File: src/rtl/prioritas_kodolo.sv
// Registered priority encoder with sticky pending requests. Requests are served
// highest index first, and each index is held on q/valid until it is acked.
module prioritas_kodolo #(
   parameter int N = 8,
   parameter int W = $clog2(N)
) (
   input  logic         clk,
   input  logic         rst_n,
   input  logic [N-1:0] req,
   input  logic         ack,
   output logic [W-1:0] q,
   output logic         valid,
   output logic         busy
);

   // valid/ready contract: an index on q is offered while valid=1 and retires
   // on a clk edge where ack=1; ack while valid=0 carries no meaning.
   typedef enum logic {
      IDLE = 1'b0,
      HOLD = 1'b1
   } state_t;

   state_t       state;
   logic [N-1:0] pend;
   logic [N-1:0] src;
   logic [N-1:0] sel;
   logic [N-1:0] rest;
   logic [W-1:0] hi;
   logic         found;
   logic         load;

   assign src   = pend | req;
   assign found = |src;
   assign load  = !valid || ack;

   // Ascending scan so the last hit, i.e. the highest set bit, wins.
   always_comb begin
      hi = '0;
      for (int i = 0; i < N; i++) begin
         if (src[i]) hi = W'(i);
      end
   end

   assign sel  = N'(1) << hi;
   assign rest = src & ~sel;

   always_ff @(posedge clk or negedge rst_n) begin
      if (!rst_n) begin
         state <= IDLE;
         pend  <= '0;
         q     <= '0;
         valid <= 1'b0;
         busy  <= 1'b0;
      end else if (load) begin
         if (found) begin
            state <= HOLD;
            q     <= hi;
            valid <= 1'b1;
            pend  <= rest;
            busy  <= |rest;
         end else begin
            state <= IDLE;
            valid <= 1'b0;
            pend  <= '0;
            busy  <= 1'b0;
         end
      end else begin
         // Output stalled: new requests only accumulate behind q.
         state <= state;
         pend  <= src;
         busy  <= found;
      end
   end

endmodule

File: config.mk
export PLATFORM = sky130hd
export DESIGN_NAME = prioritas_kodolo
export DESIGN_NICKNAME = d
export VERILOG_FILES = /design/src/rtl/prioritas_kodolo.sv
export SDC_FILE = /design/constraint.sdc
export NUM_CORES = 1
export LEC_CHECK = 0
export CORE_MARGIN = 1.5
export CORE_UTILIZATION = 40
export CTS_BUF_LIST = sky130_fd_sc_hd__clkbuf_8
export DETAILED_ROUTE_END_ITERATION = 6
export HOLD_SLACK_MARGIN = 0.12
export PLACE_DENSITY = 0.69
export REMOVE_ABC_BUFFERS = 1
export SLEW_MARGIN = 25
export SYNTH_ARGS = -nofsm -noshare
export SYNTH_HDL_FRONTEND = slang
export SYNTH_SLANG_ARGS = --single-unit
export TNS_END_PERCENT = 50
File: constraint.sdc
create_clock -name clk -period 1.89 [get_ports clk]
set_clock_uncertainty 0.15 [all_clocks]
set_input_delay 0.2835 -clock clk [delete_from_list [all_inputs] [get_ports clk]]
set_output_delay 0.2835 -clock clk [all_outputs]
set_load 0.01 [all_outputs]
==> flow_metrics.tcl, run 1 <==
set metrics [dict create \
    status "finished, violations left" \
    violations "setup timing" \
    hold_violations 0 \
    drc 0 \
    io_pins 16 \
    io_buffers 15 \
    hold_slack_ns 0.267 \
    final_max_slew_viol_count 0 \
    wl_per_cell_um 14.5 \
    grt_use_met3 0.0125 \
    setup_viol 4 \
    cts_tree "yes" \
    p_leak_uw 0.000429 \
    final_area_um2 1040 \
    powerDensity_nw_per_um2 601 \
    startpoint_type "flip-flop" \
    area_growth_pct 56.2 \
    clock-sinks 13 \
    synthCells 65 \
    core_um2 1540 \
    ys_seq_elements 13 \
    firstDrtPassIters 4 \
    crit_required_ns 1.87 \
    cts_made_buffers 3 \
    multiInputGateArea_um2 347 \
    cap_violations 0 \
    fin_crit_ns 2.03 \
    die_x_um 43.9 \
    clk_latency_ns 0.25 \
    clockBufferDepth 2 \
    syn_area_per_cell_um2 10.3 \
    synth_most_common_cell "dfrtp_1" \
    synth-async-reset-ratio 1.00 \
    ys_seq_area_frac 0.487 \
    synth_area_leader_cell "dfrtp_1" \
    place_ws_ns -0.546 \
    drt-initial-drc-count 16 \
    peakVddDrop_uv 531 \
    worstMarginPinSlew_ns 0.602 \
    fmax_mhz 494 \
    setup-tns-final_ns -0.381 \
    regArea_um2 325 \
    grt_overflow_total 0 \
    yosysWarnings 0 \
    fillers 120 \
    initial_core_util 0.433 \
    synth_flop_cell "dfrtp_1" \
    drive_above_1_share 0.337 \
    placedInstanceArea_um2 961 \
    die_h_um 43.9 \
    grtUsageTotal 0.209 \
    yosys.area.top_type_share 0.487 \
    cts_hold_buf 0 \
    ys_top_cells_by_count "dfrtp_1 (13), nor2_1 (9), nand2_1 (8)" \
    use_met2 0.332 \
    root_buffer "clkbuf_8" \
    path_max_fanout 3 \
    nets 116 \
    yosysUniqueCellTypes 27 \
    grt_pass1_wl_um 2930 \
    drtAntennaViolNets 0 \
    grt_util_met1 0.300 \
    synth_edf_count 0 \
    place.gp.congestion 0.841 \
    synthesis.area_um2 668 \
    max_slew_margin 0.598 \
    rsz0062_at_grt "yes" \
    vias 670 \
    r2r_slack_ns -0.14 \
    critPathKind "reg2reg" \
    synth_area_leaders "dfrtp_1 (49%), nor2_1 (5.1%), mux2_4 (4.5%), nand2_1 (4.5%), nor4_4 (3.2%)" \
    via_per_inst 5.58 \
    setup_ws_ns -0.136 \
    grt-busiest-layer "met2" \
    hpwlAfterDp_um 1290 \
    grt_max_degree 14 \
    cp_data_arrival_time_ns 2.00 \
    hp-class "in2async" \
    grt_pass1_vias 630 \
    critPathCaptureType "flip-flop" \
    grt_antenna_before_repair 0 \
    cts_htree_levels 1 \
    drt_wl_total_um 1740 \
    rows 14 \
    clk_pin_slew_ns 0.06 \
    diodes 0 \
    finalCritPeriodShare 1.07 \
    dieArea_um2 1920 \
]
==> cell type report <==
type                       count  area share
sequential                    13       0.312
multi-input combinational     51       0.332
clock inverter                 1     0.00360
tap                           16      0.0192
timing repair buffer          36       0.294
clock buffer                   3      0.0396
==> worst paths after layout <==
kind                            to  startpoint  cells after the start
max                           q[1]     pend[3]                      5
max in group asynchronous  pend[0]       rst_n                      1
min                        pend[6]       rst_n                      1
max reg2reg                   q[1]     pend[3]                      5
min reg2reg                   q[2]        q[2]                      1
min in group clk              q[2]        q[2]                      1
==> kinds of logic (layout without fill, tap and decap cells) <==
kind of cell,count (synthesis),after routing,synth area share
and+or+nand+nor,32,32,0.290
AOI/OAI and AO/OA,17,17,0.170
DFF,13,13,0.487
muxes,2,2,0.0449
buffers and inverters,1,40,0.00748
==> flip-flops by register name, indices dropped and copies added (netlist names) <==
name,flops
busy,1
pend,8
q,3
valid,1
==> routing by layer <==
| layer | vias to the layer above | part of all wire |
|---|---|---|
| met1 | 321 | 0.46 |
| met2 | 26 | 0.46 |
| met4 | 0 | 0.013 |
| li1 | 321 | - |
| met3 | 2 | 0.065 |
| met5 | - | 0 |
==> what timing repair did <==
item,in CTS,in global routing
buffers inserted,2,2
setup endpoints to repair,5,5
pin swaps,6,3
gates resized for setup,4,1
==> metrics by stage <==
step,cells,total power [µW],utilization
4_1_cts,118,632,0.666
5_1_grt,120,653,0.677
6_report,120,627,0.677
3_3_place_gp,112,384,0.623
2_1_floorplan,64,326,-
3_5_place_dp,112,386,0.623
==> worst max-delay path, cell delays in order, from the launching register on <==
cell and delay [ns]:
dfrtp_1 0.41, nor4_4 0.29, nand2_1 0.13, or4_4 0.52
nand2_4 0.10, mux2_4 0.30
==> cell usage in the layout, fill, tap and decap left out, types with 2 or more instances in the layout <==
master,n
clkbuf_8,3
clkdlybuf4s50_1,11
nor2_1,9
a21oi_1,4
nand3_1,2
mux2_4,2
nand2_1,8
a31oi_1,3
dlygate4sd2_1,3
o21ai_0,2
or2_2,2
o211ai_1,2
dfrtp_1,13
nand4_1,2
buf_4,21
nor4_4,2
==> report_power, final <==
part	switching [µW]	internal [µW]
logic	36.7	49.4
clock network	102	144
registers	6.88	288
Power figures use the tool's default switching activity.
==> run 2: changes to the inputs <==
Settings changed: CTS_BUF_LIST sky130_fd_sc_hd__clkbuf_8 to unset, PLACE_DENSITY 0.69 to unset, PLACE_DENSITY_LB_ADDON set to 0.15.
==> flow_metrics.tcl, run 2 (synthesis gave the netlist of run 1 again) <==
set metrics [dict create \
    worstReg2RegEnd "q[1]" \
    clockBufferDepth 2 \
    reg2regPathDepth 5 \
    startpoint_type "flip-flop" \
    startpoint "pend[2]" \
    drtAntennaViolNets 0 \
    hpwlAfterDp_um 1300 \
    cp_data_arrival_time_ns 2.00 \
    clock-sinks 13 \
    grt_pass1_wl_um 2770 \
    final_max_slew_viol_count 0 \
    cts_made_buffers 3 \
    die_x_um 43.9 \
    diodes 0 \
    core_um2 1540 \
    setup-tns-final_ns -0.226 \
    critPathKind "reg2reg" \
    status "finished, violations left" \
    r2r_slack_ns -0.09 \
    r2r-start "pend[2]" \
    largest_register_ff_count 8 \
    initial_core_util 0.433 \
    grt_max_degree 14 \
    worstMarginPinSlew_ns 0.577 \
    finalCritPeriodShare 1.05 \
    io_buffers 15 \
    path_max_fanout 3 \
    rsz0062_at_grt "yes" \
    vias 681 \
    grt_pass1_vias 628 \
    cts_htree_levels 1 \
    p_leak_uw 0.000404 \
    fmax_mhz 505 \
    hold_violations 0 \
    drive_above_1_share 0.350 \
    drt-initial-drc-count 40 \
    setup_ws_ns -0.0907 \
    grt_antenna_before_repair 0 \
    hp-class "in2async" \
    wl_per_cell_um 14.4 \
    crit_required_ns 1.91 \
    drc 0 \
    regMostFlops "pend" \
    fin_crit_ns 1.98 \
    place.gp.congestion 0.866 \
    io_pins 16 \
    clk_latency_ns 0.28 \
    root_buffer "clkbuf_4" \
    die_h_um 43.9 \
    critPathCaptureType "flip-flop" \
    crit_path_end "q[1]" \
    violations "setup timing" \
    nets 115 \
    layout_common_cells "buf_4 (20), clkdlybuf4s50_1 (13), dfrtp_1 (12), nor2_1 (9), nand2_1 (8)" \
    cts_tree "yes" \
    via_per_inst 5.72 \
    setup_viol 3 \
    rows 14 \
    cap_violations 0 \
    firstDrtPassIters 4 \
    clk_pin_slew_ns 0.08 \
    final_area_um2 1020 \
    reg_top3 "pend x8, q x3" \
    area_growth_pct 53.0 \
    dieArea_um2 1920 \
    place_ws_ns -0.514 \
    final_common_cell "buf_4" \
    placedInstanceArea_um2 961 \
    powerDensity_nw_per_um2 548 \
    grtUsageTotal 0.199 \
    hold_slack_ns 0.215 \
    max_slew_margin 0.614 \
    grt_overflow_total 0 \
    peakVddDrop_uv 476 \
    drt_wl_total_um 1720 \
]
## run 2: cell type report
cell class	count	area, µm²
Clock buffer	4	26.3
Fill cell	125	519
Multi-Input combinational cell	51	352
Sequential cell	13	327
Tap cell	16	20.0
Timing Repair Buffer	35	298
## run 2: how the worst min path moves through the flow
stage / cells past startpoint / from / end / slack (ns)
after floorplan: 0 / rst_n / busy / -0.16
after global placement: 1 / q[2] / q[2] / 0.35
after detailed placement: 1 / q[2] / q[2] / 0.35
after CTS: 1 / rst_n / pend[7] / 0.24
after global routing: 1 / rst_n / pend[7] / 0.28
final: 1 / rst_n / pend[7] / 0.21
## run 2: per-stage QoR
| stage | util | std cells | power [µW] |
|---|---|---|---|
| final | 0.663 | 119 | 560 |
| after global routing | 0.663 | 119 | 585 |
| after CTS | 0.649 | 118 | 570 |
| after detailed placement | 0.623 | 112 | 389 |
| after global placement | 0.623 | 112 | 386 |
| after floorplan | - | 64 | 326 |
## run 2: timing repair
action | CTS | global route
pin swaps | 6 | 2
setup buffers | 2 | 1
hold buffers | 0 | 0
resized for setup | 2 | 3
setup endpoints to repair | 3 | 4
## run 2: per-layer routing
| layer | vias up | wire, µm | share of wire | track usage |
|---|---|---|---|---|
| li1 | 321 | - | - | - |
| met1 | 311 | 722 | 0.42 | 0.258 |
| met2 | 41 | 804 | 0.47 | 0.309 |
| met3 | 8 | 142 | 0.083 | 0.0458 |
| met4 | 0 | 45 | 0.026 | 0.0970 |
| met5 | - | 0 | 0 | 0 |
## run 2: report_power, final
group	internal (µW)	switching, µW
registers	287	7.32
logic	52.4	37.1
clock network	81.9	94.4
## run 2: critical path, stage by stage, from the launching register on
cell	delay [ns]
dfrtp_2	0.44
nor4_4	0.26
nand2_1	0.11
or4_4	0.52
nand2_4	0.10
mux2_4	0.29
==> run 3: changes to the inputs <==
Settings changed: REMOVE_ABC_BUFFERS 1 to unset, SLEW_MARGIN 25 to 20.
==> flow_metrics.tcl, run 3 (synthesis gave the netlist of run 1 again) <==
set metrics [dict create \
    slowest_delay_ns 0.51 \
    drt-initial-drc-count 15 \
    path_max_fanout 3 \
    final_common_cell "buf_4" \
    drc 0 \
    fmax_mhz 498 \
    crit_required_ns 1.89 \
    p_leak_uw 0.000420 \
    wl_per_cell_um 13.2 \
    setup_viol 2 \
    top_layer "met4" \
    firstDrtPassIters 4 \
    grtUsageTotal 0.200 \
    fin_crit_ns 2.01 \
    wl_met3_um 125 \
    clk_latency_ns 0.27 \
    power_uw 550 \
    die_h_um 43.9 \
    cts_tree "yes" \
    pwr-share-seq 0.535 \
    cts_hold_buf 0 \
    violations "setup timing" \
    area_growth_pct 53.6 \
    hold_slack_ns 0.229 \
    place.gp.congestion 0.859 \
    grt_pass1_wl_um 2820 \
    grt_max_degree 14 \
    nets 115 \
    layout_common_cells "buf_4 (20), dfrtp_1 (13), clkdlybuf4s50_1 (13), nor2_1 (9), nand2_1 (7)" \
    initial_core_util 0.433 \
    regMostFlops "pend" \
    critPathKind "reg2reg" \
    io_pins 16 \
    clock-sinks 13 \
    hp-class "in2async" \
    cap_violations 0 \
    dieArea_um2 1920 \
    final_core_util 0.666 \
    die_x_um 43.9 \
    wl_met2_um 725 \
    io_buffers 15 \
    reg_top3 "pend x8, q x3" \
    p_sw_uw 127 \
    max_slew_margin 0.609 \
    core_um2 1540 \
    drt_wl_total_um 1570 \
    setup-tns-final_ns -0.225 \
    peakVddDrop_uv 317 \
    critPathCaptureType "flip-flop" \
    clk_pin_slew_ns 0.08 \
    drtAntennaViolNets 0 \
    worstMarginPinSlew_ns 0.585 \
    final_max_slew_viol_count 0 \
    cts_made_buffers 3 \
    root_buffer "clkbuf_4" \
    rsz0062_at_grt "yes" \
    grt_antenna_before_repair 0 \
    finalCritPeriodShare 1.06 \
    hold_violations 0 \
    status "finished, violations left" \
    via_per_inst 5.42 \
    setup_ws_ns -0.118 \
    cts_htree_levels 1 \
    drive_above_1_share 0.340 \
    path_cells "nor4_4 -> nand2_2 -> or4_4 -> nand2_4 -> mux2_4" \
    diodes 0 \
    vias 645 \
    startpoint_type "flip-flop" \
    cp_data_arrival_time_ns 2.01 \
    place_ws_ns -0.503 \
    slowest_stage "or4_4" \
    rows 14 \
    power_frac_clock 0.301 \
    clockBufferDepth 2 \
    p_int_uw 423 \
    met1Wirelength_um 695 \
    hpwlAfterDp_um 1300 \
    powerDensity_nw_per_um2 536 \
    share_comb_of_total_power 0.164 \
    fillers 129 \
    swShare 0.231 \
    synth_fp_nets 76 \
    grt_overflow_total 0 \
    grt_pass1_vias 676 \
    largest_register_ff_count 8 \
]
-- run 3: cell types whose count changed in the layout (fill, tap and decap cells not counted) --
| cell | previous run | this run |
|---|---|---|
| o31ai_1 | 0 | 1 |
| dlymetal6s2s_1 | 0 | 2 |
| dlygate4sd2_1 | 2 | 0 |
| o31ai_2 | 1 | 0 |
| nand2_2 | 0 | 1 |
| dfrtp_1 | 12 | 13 |
| nand2_1 | 8 | 7 |
| dfrtp_2 | 1 | 0 |
-- run 3: power by group through the flow --
stage	Combinational [µW]	Sequential (µW)	Clock, µW
final	90.1	294	166
after global routing	98.2	295	187
after detailed placement	90.3	300	0
after CTS	90.8	295	174
after global placement	88.4	300	0
after floorplan	25.3	301	0
-- run 3: worst paths after layout --
| check | startpoint | to | slack, ns | depth (start not counted) |
|---|---|---|---|---|
| max in group asynchronous | rst_n | pend[5] | 0.98 | 1 |
| hold / removal | rst_n | pend[6] | 0.23 | 1 |
| hold reg to reg | q[2] | q[2] | 0.36 | 1 |
| min in group clk | req[6] | pend[6] | 0.34 | 4 |
| setup reg to reg | pend[2] | q[1] | -0.12 | 5 |
| setup / recovery | pend[2] | q[1] | -0.12 | 5 |
-- run 3: timing repair --
action	CTS	global route
setup endpoints to repair	3	3
pin swaps	2	6
gates resized for setup	0	4
buffers inserted	0	0
-- run 3: cell type report --
class                   count  area (µm²)  area share
repair buffers             35         305       0.298
flip-flops and latches     13         325       0.317
multi-input cells          51         349       0.340
clock buffers               4        26.3      0.0256
well taps                  16        20.0      0.0195
-- run 3: layer usage --
layer / global-route usage / vias up
met3: 0.0250 / 6
met2: 0.338 / 26
met1: 0.252 / 295
met5: 0 / -
li1: - / 318
met4: 0.0909 / 0
-- run 3: through the flow --
| step | instances | area (µm²) |
|---|---|---|
| after floorplan | 65 | 668 |
| after global placement | 115 | 983 |
| after detailed placement | 115 | 983 |
| after CTS | 119 | 1010 |
| after global routing | 119 | 1030 |
| final | 119 | 1030 |
-- run 3: worst max-delay path, delay by kind of cell (launching register included) --
| family | cells | cell delay (ns) |
|---|---|---|
| DFF | 1 | 0.42 |
| muxes | 1 | 0.30 |
| and+or+nand+nor | 4 | 1.02 |
